`config.mk`:
```
export PLATFORM = sky130hd
export DESIGN_NAME = mem_store_unit
export DESIGN_NICKNAME = d
export VERILOG_FILES = /design/src/rtl/mem_store_unit_pkg.sv /design/src/rtl/store_lane_packer.sv /design/src/rtl/mem_store_unit.sv
export SDC_FILE = /design/constraint.sdc
export NUM_CORES = 1
export LEC_CHECK = 0
export BUFFER_PORTS_ARGS = -buffer_cell sky130_fd_sc_hd__buf_4
export CAP_MARGIN = 20
export CORE_MARGIN = 1
export CORE_UTILIZATION = 40
export CTS_CLUSTER_SIZE = 28
export DETAILED_ROUTE_END_ITERATION = 16
export PLACE_DENSITY = 0.68
export SYNTH_ARGS = -nofsm -noshare
export SYNTH_HDL_FRONTEND = slang
export SYNTH_HIERARCHICAL = 1
export SYNTH_SLANG_ARGS = --single-unit
```
`constraint.sdc`:
```
create_clock -name clk -period 2.1 [get_ports clk]
set_input_delay 0 -clock clk [delete_from_list [all_inputs] [get_ports clk]]
set_output_delay 0 -clock clk [all_outputs]
set_load 0.03 [all_outputs]
```
`src/rtl/mem_store_unit_pkg.sv`:
```
// Shared definitions for the store unit: size and error encodings, FSM states, word geometry.
// WORD_LEN is taken from the project config when already defined, otherwise it defaults to 32.
`ifndef WORD_LEN
`define WORD_LEN 32
`endif

package mem_store_unit_pkg;

  localparam int BYTES_PER_WORD = `WORD_LEN / 8;

  localparam logic [1:0] SZ_BYTE    = 2'b00;
  localparam logic [1:0] SZ_HALF    = 2'b01;
  localparam logic [1:0] SZ_WORD    = 2'b10;
  localparam logic [1:0] SZ_ILLEGAL = 2'b11;

  localparam logic [1:0] ERR_NONE     = 2'b00;
  localparam logic [1:0] ERR_MISALIGN = 2'b01;
  localparam logic [1:0] ERR_TIMEOUT  = 2'b10;
  localparam logic [1:0] ERR_SIZE     = 2'b11;

  typedef enum logic [1:0] {
    ST_IDLE = 2'b00,
    ST_REQ  = 2'b01,
    ST_ERR  = 2'b10
  } state_t;

endpackage

```
`src/rtl/store_lane_packer.sv`:
```
// Combinational lane packer: replicates the narrowed operand across byte lanes,
// builds byte enables and flags addresses that are misaligned for the access size.
module store_lane_packer
  import mem_store_unit_pkg::*;
(
  input  logic [1:0]           size,
  input  logic [1:0]           off,
  input  logic [`WORD_LEN-1:0] data,
  output logic [`WORD_LEN-1:0] wdata,
  output logic [3:0]           be,
  output logic                 misaligned
);

  always_comb begin
    wdata      = data;
    be         = 4'b1111;
    misaligned = 1'b0;
    case (size)
      SZ_BYTE: begin
        wdata = {BYTES_PER_WORD{data[7:0]}};
        be    = 4'b0001 << off;
      end
      SZ_HALF: begin
        // off[0] is ignored for the enables, which silently aligns odd halves
        wdata      = {(BYTES_PER_WORD / 2){data[15:0]}};
        be         = off[1] ? 4'b1100 : 4'b0011;
        misaligned = off[0];
      end
      SZ_WORD: begin
        misaligned = (off != 2'b00);
      end
      default: begin
        be = 4'b0000;
      end
    endcase
  end

endmodule

```
`src/rtl/mem_store_unit.sv`:
```
// Store unit: accepts SB/SH/SW, runs a req/ack write to data memory with a timeout.
// Define STORE_MISALIGN_TRAP_EN to trap misaligned half/word stores instead of aligning them.
module mem_store_unit
  import mem_store_unit_pkg::*;
#(
  parameter int ADDR_W   = 32,
  parameter int WAIT_MAX = 15
) (
  input  logic                 clk,
  input  logic                 rst_n,
  input  logic                 st_valid,
  output logic                 st_ready,
  input  logic [1:0]           st_size,
  input  logic [ADDR_W-1:0]    st_addr,
  input  logic [`WORD_LEN-1:0] st_data,
  output logic                 mem_req,
  output logic [ADDR_W-1:0]    mem_addr,
  output logic [`WORD_LEN-1:0] mem_wdata,
  output logic [3:0]           mem_be,
  input  logic                 mem_ack,
  output logic                 done,
  output logic                 err,
  output logic [1:0]           err_code,
  output logic                 busy,
  output logic [1:0]           dbg_state
);

  // Handshake: a store is taken on a rising edge where st_valid && st_ready; st_ready is
  // high only in IDLE, so a new store is never accepted while one is in flight.

`ifdef STORE_MISALIGN_TRAP_EN
  localparam bit TRAP_EN = 1'b1;
`else
  localparam bit TRAP_EN = 1'b0;
`endif

  localparam int TW = (WAIT_MAX > 1) ? $clog2(WAIT_MAX) : 1;
  localparam logic [TW-1:0] TMAX = TW'(WAIT_MAX - 1);

  state_t               state, state_next;
  logic [TW-1:0]        timer;
  logic [`WORD_LEN-1:0] pk_wdata;
  logic [3:0]           pk_be;
  logic                 pk_misaligned;
  logic                 bad_size;
  logic                 misalign_trap;
  logic                 reject;
  logic                 timer_done;

  store_lane_packer u_packer (
    .size       (st_size),
    .off        (st_addr[1:0]),
    .data       (st_data),
    .wdata      (pk_wdata),
    .be         (pk_be),
    .misaligned (pk_misaligned)
  );

  assign bad_size      = (st_size == SZ_ILLEGAL);
  assign misalign_trap = TRAP_EN & pk_misaligned;
  assign reject        = bad_size | misalign_trap;
  assign timer_done    = (timer == TMAX);

  assign st_ready  = (state == ST_IDLE);
  assign busy      = (state != ST_IDLE);
  assign mem_req   = (state == ST_REQ);
  assign dbg_state = state;

  always_comb begin
    state_next = state;
    case (state)
      ST_IDLE: if (st_valid) state_next = reject ? ST_ERR : ST_REQ;
      ST_REQ:  if (mem_ack || timer_done) state_next = ST_IDLE;
      ST_ERR:  state_next = ST_IDLE;
      default: state_next = ST_IDLE;
    endcase
  end

  always_ff @(posedge clk or negedge rst_n) begin
    if (!rst_n) begin
      state     <= ST_IDLE;
      timer     <= '0;
      mem_addr  <= '0;
      mem_wdata <= '0;
      mem_be    <= 4'b0000;
      done      <= 1'b0;
      err       <= 1'b0;
      err_code  <= ERR_NONE;
    end else begin
      state <= state_next;
      done  <= 1'b0;
      err   <= 1'b0;
      case (state)
        ST_IDLE: begin
          timer <= '0;
          if (st_valid) begin
            mem_addr  <= {st_addr[ADDR_W-1:2], 2'b00};
            mem_wdata <= pk_wdata;
            if (reject) begin
              err      <= 1'b1;
              err_code <= bad_size ? ERR_SIZE : ERR_MISALIGN;
            end else begin
              mem_be <= pk_be;
            end
          end
        end
        ST_REQ: begin
          // ack is checked first so it wins over a timeout in the same cycle
          if (mem_ack) begin
            done   <= 1'b1;
            mem_be <= 4'b0000;
            timer  <= '0;
          end else if (timer_done) begin
            err      <= 1'b1;
            err_code <= ERR_TIMEOUT;
            mem_be   <= 4'b0000;
            timer    <= '0;
          end else begin
            timer <= timer + 1'b1;
          end
        end
        default: ;
      endcase
    end
  end

endmodule

```
* Word level (Yosys, flattened, before mapping)
Cells that the tools add are included.
** Storage, ports and cells
- Register bits :: 76
- Input port bits :: 70
- Output and inout bits :: 77
- Logic and storage cells :: 58
** Cells by class
- Add/subtract/negate cells :: 1
- Equality and inequality tests :: 12
- Shift operators :: 1
- Multiplexer cells :: 27
- Reductions and logical operators :: 9
** Operator list (number)
- $pmux W32 S2 :: 1
- $mux W4 :: 7
- $pmux W4 S2 :: 2
- $mux W2 :: 7
- $pmux W4 S3 :: 1
- $pmux W2 S2 :: 2
- $mux W1 :: 6
- $ne A2 B1 Y1 const B :: 3
- $ne A2 B2 Y1 const B :: 3
- $reduce_and A5 Y1 :: 1
- $add A4 B1 Y4 const B :: 1
- $eq A2 B1 Y1 const B :: 2
- $eq A2 B2 Y1 const B :: 2
- $eq A4 B4 Y1 const B :: 1
- $logic_not A2 Y1 :: 2
- $reduce_and A2 Y1 :: 2
- $reduce_and A4 Y1 :: 1
- $reduce_bool A2 Y1 :: 2
- $shl A1 B2 Y4 const A :: 1
- $ne A3 B1 Y1 const B :: 1
- $pmux W1 S2 :: 1
- $logic_or A1 B1 Y1 :: 1

* Longest topological paths before layout
Gate-level depths: netlist (run 1).
- Depth in word-level cells :: 5
- Depth in mapped cells :: 8
- Mapped depth without buffers :: 7

* Cells and area by module
The synthesis (run 1) kept the hierarchy.
** Modules (own cells, without submodules)
- mem_store_unit :: times used 1, cells each 192, area an instance 2984.1 um2, sequential area each 1901.8 um2
- store_lane_packer :: times used 1, cells each 102, area an instance 609.3 um2, sequential area each 0.0 um2

* Worst setup path after synthesis (run 1)
No wires, ideal clock.
- Path kind :: register to register
- Start :: register state[1], in the netlist dbg_state[1]
- End :: register mem_addr[10]
- Setup time :: 125 ps
- Arrival :: 1563 ps
- Required time :: 1975 ps
- Path slack :: 413 ps
- Cell stages (with the launch flop) :: 6
- Period minus slack after synthesis :: 1687 ps
- Path through :: dfrtp_1 > buf_2 > nor3b_1 > buf_2 > buf_4 > mux2_2
** Between the ends
- Cells in the longest elaborated chain, start to end :: 2
** Ends and longest elaborated chain
- from (decl) :: RTL line mem_store_unit.sv:40 : state_t state, state_next;
- from (signal assigned) :: RTL line mem_store_unit.sv:90 : state <= state_next;
- $logic_not A2 Y1 :: RTL line mem_store_unit.sv:93 : case (state)
- $reduce_and A2 Y1 (no line)
- to (signal assigned) :: RTL line mem_store_unit.sv:97 : mem_addr <= {st_addr[ADDR_W-1:2], 2'b00};
- to (decl) :: RTL line mem_store_unit.sv:17 : output logic [ADDR_W-1:0] mem_addr,
Every way passes these cells.
A chain may end at the register's enable or synchronous reset.

* Worst setup path in the final report (run 1)
- Start :: input port st_size[1]
- End :: register mem_wdata[21]
** Between the ends
- Cells in the longest elaborated chain, start to end :: 2
- Elaborated cells between the ends (all ways) :: 3
- Classes of those cells :: 1 x eq/ne; 1 x mux; 1 x reduce/logical
** Ends and longest elaborated chain
- from (decl) :: RTL line mem_store_unit.sv:13 : input logic [1:0] st_size,
- $eq A2 B1 Y1 / $logic_not A2 Y1 (equally long branches)
- $pmux W32 S2 (*) :: RTL line store_lane_packer.sv:18 : case (size)
- net pk_wdata[21] :: RTL line mem_store_unit.sv:42 : logic [`WORD_LEN-1:0] pk_wdata;
- to (signal assigned) :: RTL line mem_store_unit.sv:98 : mem_wdata <= pk_wdata;
- to (decl) :: RTL line mem_store_unit.sv:18 : output logic [`WORD_LEN-1:0] mem_wdata,
Mark *: on every way through the listed nets, which the timed path passes. The rest lies on a longest branch.

==> impl_metrics.csv, run 1 <==
group,metric,value,unit
timing,rsz0062_at_grt,"false",
critical_path,ff2ff_setup_slack,0.39,ns
floorplanning,rows,34,
floorplanning,start_util,0.412,
run,max_cap_violations,0,
critical_path,worstPathMaxFanout,9,
timing,fin_ws,0.253,ns
layout,final_common_cell,"buf_4",
critical_path,cp.required,2.33,ns
hold_path,hold_path.startpoint,"st_data[21]",
cts,cts_resized,0,
global_routing,grt.overflow.total,0,
yosys,yosysWarnings,6,
cts,post_cts_buffers,0,
yosys,syn_inst,291,
place,detailed_place.area,4680,µm²
global_routing,antenna_found_initial,0,
routing,drt_iter0_markers,80,
place,portBuffers,144,
critical_path,critPathKind,"input pin to register",
cts,cts-root-buf,"clkbuf_8",
global_routing,grt_pass1_wl,13000,µm
routing,wl_per_cell,15.1,µm
routing,vias,2873,
floorplanning,ios,147,
floorplanning,coreArea,8680,µm²
layout,n_fill_cell,713,
timing,clock_skew,0.00460,ns
timing,tns,0,ns
floorplanning,fp.dieArea,9320,µm²
place,hpwl,6070,µm
cts,h-tree-depth,3,
critical_path,reg2reg_depth,5,
timing,tightest_slew,0.697,ns
timing,min_period,1.85,ns
yosys,synth_area,3580,µm²
hold_path,hp-class,"input pin to register",
layout,insertedDiodeCount,0,
layout,layout_common_cells,"buf_4, dfrtp_1, mux2_2, dlygate4sd3_1, nand2_1",
cts,clock_path_buffers,2,
timing,fin_crit_sh,0.879,
global_routing,grt.total_usage,0.187,
cts,cts_hold_buf,49,
power_and_ir_drop,leakagePower,2.57,nW
critical_path,r2r-end,"mem_be[1]",
layout,instances_no_fill,590,
yosys,syn_area_per_cell,12.3,µm²
timing,slew_viol_final,0,
routing,vias_per_cell,4.87,
layout,syn2layout_area_growth,51.3,%
cts,numCtsBuffers,9,
place,gp_congestion,0.808,
critical_path,crit_arrival,2.08,ns
layout,final_area,5410,µm²
run_status,outcome,"finished clean",
cts,clk_pin_slew,0.08,ns
floorplanning,die_h,96.6,µm
floorplanning,die_x,96.6,µm
power_and_ir_drop,powerDensity,1010,nW/µm²
layout,drive_gt1_frac,0.500,
critical_path,crit_end,"mem_wdata[21]",
critical_path,crit_path_start_kind,"input pin",
critical_path,cp-startpoint,"st_size[1]",
global_routing,grt_max_degree,42,
global_routing,grt_pass1_vias,2704,
critical_path,r2r_start,"timer[0]",
critical_path,critPathCaptureType,"register",
timing,fmax,541,MHz
cts,clkSinkCount,76,
place,dp.cells,525,
layout,nNetsFinal,554,
routing,dr.pass1.iters,4,
place,place_worst_setup_slack,0.406,ns
hold_path,whs_path_depth,3,
cts,insertion_delay,0.34,ns
timing,slew_headroom,0.534,
timing,finalHoldViolCount,0,
timing,finalSetupViolations,0,
cts,cts_tree,"done",
routing,drc_errors,0,
power_and_ir_drop,ir_worst_vdd,0.526,mV
routing,ant_nets,0,
routing,wl,8940,µm
## state kept, by name, summed over array words and instances, names as in the netlist
| register | flops |
|---|---|
| err_code | 2 |
| mem_addr | 30 |
| timer | 4 |
| dbg_state | 2 |
| done | 1 |
| err | 1 |
| mem_wdata | 32 |
| mem_be | 4 |
## worst min-delay path by stage
stage | endpoint | slack, ns
floorplan | dbg_state[0] | -0.30
global placement | mem_addr[8] | -0.005
detailed placement | mem_addr[4] | 0.0008
CTS | mem_wdata[21] | 0.002
global route | mem_wdata[21] | 0.006
finish | mem_wdata[21] | 0.03
## stage by stage
stage,total power (W),hold slack (ns),util
global placement,0.00405,-0.00480,0.540
finish,0.00546,0.0255,0.624
floorplan,0.00326,-0.296,-
CTS,0.00553,0.00212,0.624
detailed placement,0.00410,0.000758,0.540
global route,0.00573,0.00638,0.624
## critical path, cell delays in order
cell and delay [ns]:
dlygate4sd3_1 0.52, buf_4 0.13, inv_1 0.07, ha_1 0.25, inv_1 0.25, nand2_1 0.32, a22o_1 0.27, mux2_2 0.26
## routing by layer
layer / track usage / routed length [µm] / up-vias
li1: - / - / 1364
met1: 0.229 / 3760 / 1411
met2: 0.322 / 4630 / 88
met3: 0.0454 / 427 / 10
met4: 0.0650 / 119 / 0
met5: 0 / 0 / -
## where the power goes
| group | internal, W | switching, W |
|---|---|---|
| registers | 0.00180 | 0.000198 |
| clock network | 0.000792 | 0.000542 |
| logic | 0.000952 | 0.00118 |
## cell type report
cell class / instances / area [µm²] / area share
Tap cell: 108 / 135 / 0.0250
Timing Repair Buffer: 196 / 1630 / 0.301
Clock inverter: 6 / 111 / 0.0206
Sequential cell: 76 / 1900 / 0.351
Clock buffer: 10 / 128 / 0.0236
Inverter: 9 / 33.8 / 0.00624
Multi-Input combinational cell: 185 / 1470 / 0.272
No activity file was read; power rests on OpenSTA's default activity.
==> inputs of run 2 (changes only) <==
--- a/config.mk
+++ b/config.mk
@@ -11,6 +11,7 @@
 export CORE_UTILIZATION = 40
 export CTS_CLUSTER_SIZE = 28
 export DETAILED_ROUTE_END_ITERATION = 16
+export GPL_TIMING_DRIVEN = 0
 export PLACE_DENSITY = 0.68
 export SYNTH_ARGS = -nofsm -noshare
 export SYNTH_HDL_FRONTEND = slang
==> run 2 against run 1 <==
Effect of this change:
- sequential cell count unchanged
- via count increased by 2.1%
- sequential share of layout area is 0.43 points lower
- clock skew is 0.0043 ns higher
- cell area rose by 1.2%
- critical path depth stayed put
- wire length down 0.17%
- first-iteration DRC count is 14% higher
- maximum frequency rose by 1.1%
- power decreased by 5.9%
- combinational power about the same
- setup slack better by 0.021 ns
- critical path type unchanged
- critical endpoint unchanged
==> impl_metrics.csv, run 2 (same netlist as run 1, synthesis figures left out) <==
group,metric,value,unit
global_routing,grt_pass1_wl,13300,µm
critical_path,reg2reg_depth,5,
timing,fin_ws,0.274,ns
routing,wl,8920,µm
global_routing,grt.overflow.total,0,
place,dp.cells,544,
timing,tightest_slew,0.620,ns
routing,drc_errors,0,
critical_path,crit_end,"mem_wdata[21]",
timing,finalHoldViolCount,0,
routing,ant_nets,0,
layout,reg_top3,"mem_wdata: 32 flops, mem_addr: 30 flops",
place,detailed_place.area,4800,µm²
cts,post_cts_buffers,0,
cts,h-tree-depth,3,
routing,vias,2933,
timing,tns,0,ns
routing,wl_per_cell,14.6,µm
critical_path,crit_arrival,2.05,ns
power_and_ir_drop,leakagePower,2.64,nW
power_and_ir_drop,power,0.00514,W
timing,fmax,548,MHz
floorplanning,fp.dieArea,9320,µm²
place,hpwl,6170,µm
power_and_ir_drop,ir_worst_vdd,0.425,mV
layout,largest_register,"mem_wdata",
routing,dr.pass1.iters,4,
layout,n_fill_cell,701,
layout,syn2layout_area_growth,53.2,%
critical_path,worstPathMaxFanout,9,
timing,rsz0062_at_grt,"false",
place,portBuffers,144,
routing,drt_iter0_markers,91,
critical_path,r2r_start,"dbg_state[1]",
hold_path,whs_path_depth,4,
timing,finalSetupViolations,0,
layout,layout_common_cells,"buf_4, dfrtp_1, mux2_2, dlygate4sd3_1, nand2_1",
layout,drive_gt1_frac,0.518,
floorplanning,coreArea,8680,µm²
cts,numCtsBuffers,9,
critical_path,cp.required,2.33,ns
timing,min_period,1.83,ns
critical_path,crit_path_start_kind,"input pin",
timing,clock_skew,0.00890,ns
layout,largest_reg_flops,32,
place,place_worst_setup_slack,0.354,ns
layout,final_common_cell,"buf_4",
place,gp_congestion,0.757,
run,max_cap_violations,0,
layout,insertedDiodeCount,0,
layout,instances_no_fill,610,
critical_path,critPathKind,"input pin to register",
floorplanning,rows,34,
floorplanning,die_h,96.6,µm
layout,nNetsFinal,574,
cts,cts-root-buf,"clkbuf_8",
cts,insertion_delay,0.34,ns
floorplanning,die_x,96.6,µm
cts,clk_pin_slew,0.09,ns
hold_path,hp-class,"input pin to register",
global_routing,grt_max_degree,77,
global_routing,grt.total_usage,0.193,
timing,slew_headroom,0.585,
timing,slew_viol_final,0,
cts,clock_path_buffers,2,
critical_path,ff2ff_setup_slack,0.34,ns
global_routing,grt_pass1_vias,2780,
routing,vias_per_cell,4.81,
critical_path,r2r-end,"mem_wdata[21]",
timing,fin_crit_sh,0.870,
cts,cts_hold_buf,49,
run_status,outcome,"finished clean",
layout,multiInputGateArea,1470,µm²
cts,cts_tree,"done",
cts,cts_resized,0,
cts,clkSinkCount,76,
floorplanning,start_util,0.412,
global_routing,antenna_found_initial,0,
critical_path,cp-startpoint,"st_size[1]",
floorplanning,ios,147,
critical_path,critPathCaptureType,"register",
layout,final_area,5480,µm²
layout,seq_area,1900,µm²
power_and_ir_drop,powerDensity,937,nW/µm²
run 2: cell count changes in the layout (fill, tap and decap cells not counted), moves of 2 or more:
cell / delta
buf_6: +2
buf_4: +16
buf_2: +3
buf_12: -2
clkinv_2: +2
bufinv_16: -3
run 2: report_power, final:
group | total, W | switching, W | leakage, nW | internal (W)
Clock | 0.000983 | 0.000556 | 0.0824 | 0.000427
Combinational | 0.00216 | 0.00119 | 1.64 | 0.000976
Sequential | 0.00199 | 0.000191 | 0.912 | 0.00180
run 2: worst min path at each step:
stage | startpoint | to | slack (ns)
final | st_data[26] | mem_wdata[26] | 0.03
after global routing | st_data[21] | mem_wdata[21] | 0.02
after CTS | st_data[26] | mem_wdata[26] | 0.01
after detailed placement | rst_n | err_code[0] | 0.22
after global placement | rst_n | mem_addr[8] | 0.22
after floorplan | rst_n | dbg_state[0] | -0.30
run 2: layout make-up:
type,instances,share of cell area
Buffer,22,0.0324
Clock buffer,10,0.0233
Clock inverter,6,0.00708
Inverter,9,0.00616
Multi-Input combinational cell,185,0.268
Sequential cell,76,0.347
Tap cell,108,0.0247
Timing Repair Buffer,194,0.292
run 2: critical path, stage by stage:
cell	delay [ns]
dlygate4sd3_1	0.53
buf_4	0.14
inv_1	0.07
ha_1	0.26
inv_1	0.25
nand2_1	0.29
a22o_1	0.26
mux2_2	0.27
run 2: per-layer routing:
layer  track usage  part of all wire  wire [µm]  up-vias
li1              -                 -          -     1406
met1         0.237              0.42       3710     1414
met2         0.329              0.50       4480       96
met3        0.0344             0.058        518       17
met4        0.0870             0.024        212        0
met5             0                 0          0        -
run 2: through the flow:
| stage | hold WS [ns] | utilization |
|---|---|---|
| detailed placement | 0.221 | 0.553 |
| finish | 0.0275 | 0.632 |
| global route | 0.0219 | 0.632 |
| floorplan | -0.296 | - |
| CTS | 0.0121 | 0.628 |
| global placement | 0.217 | 0.553 |
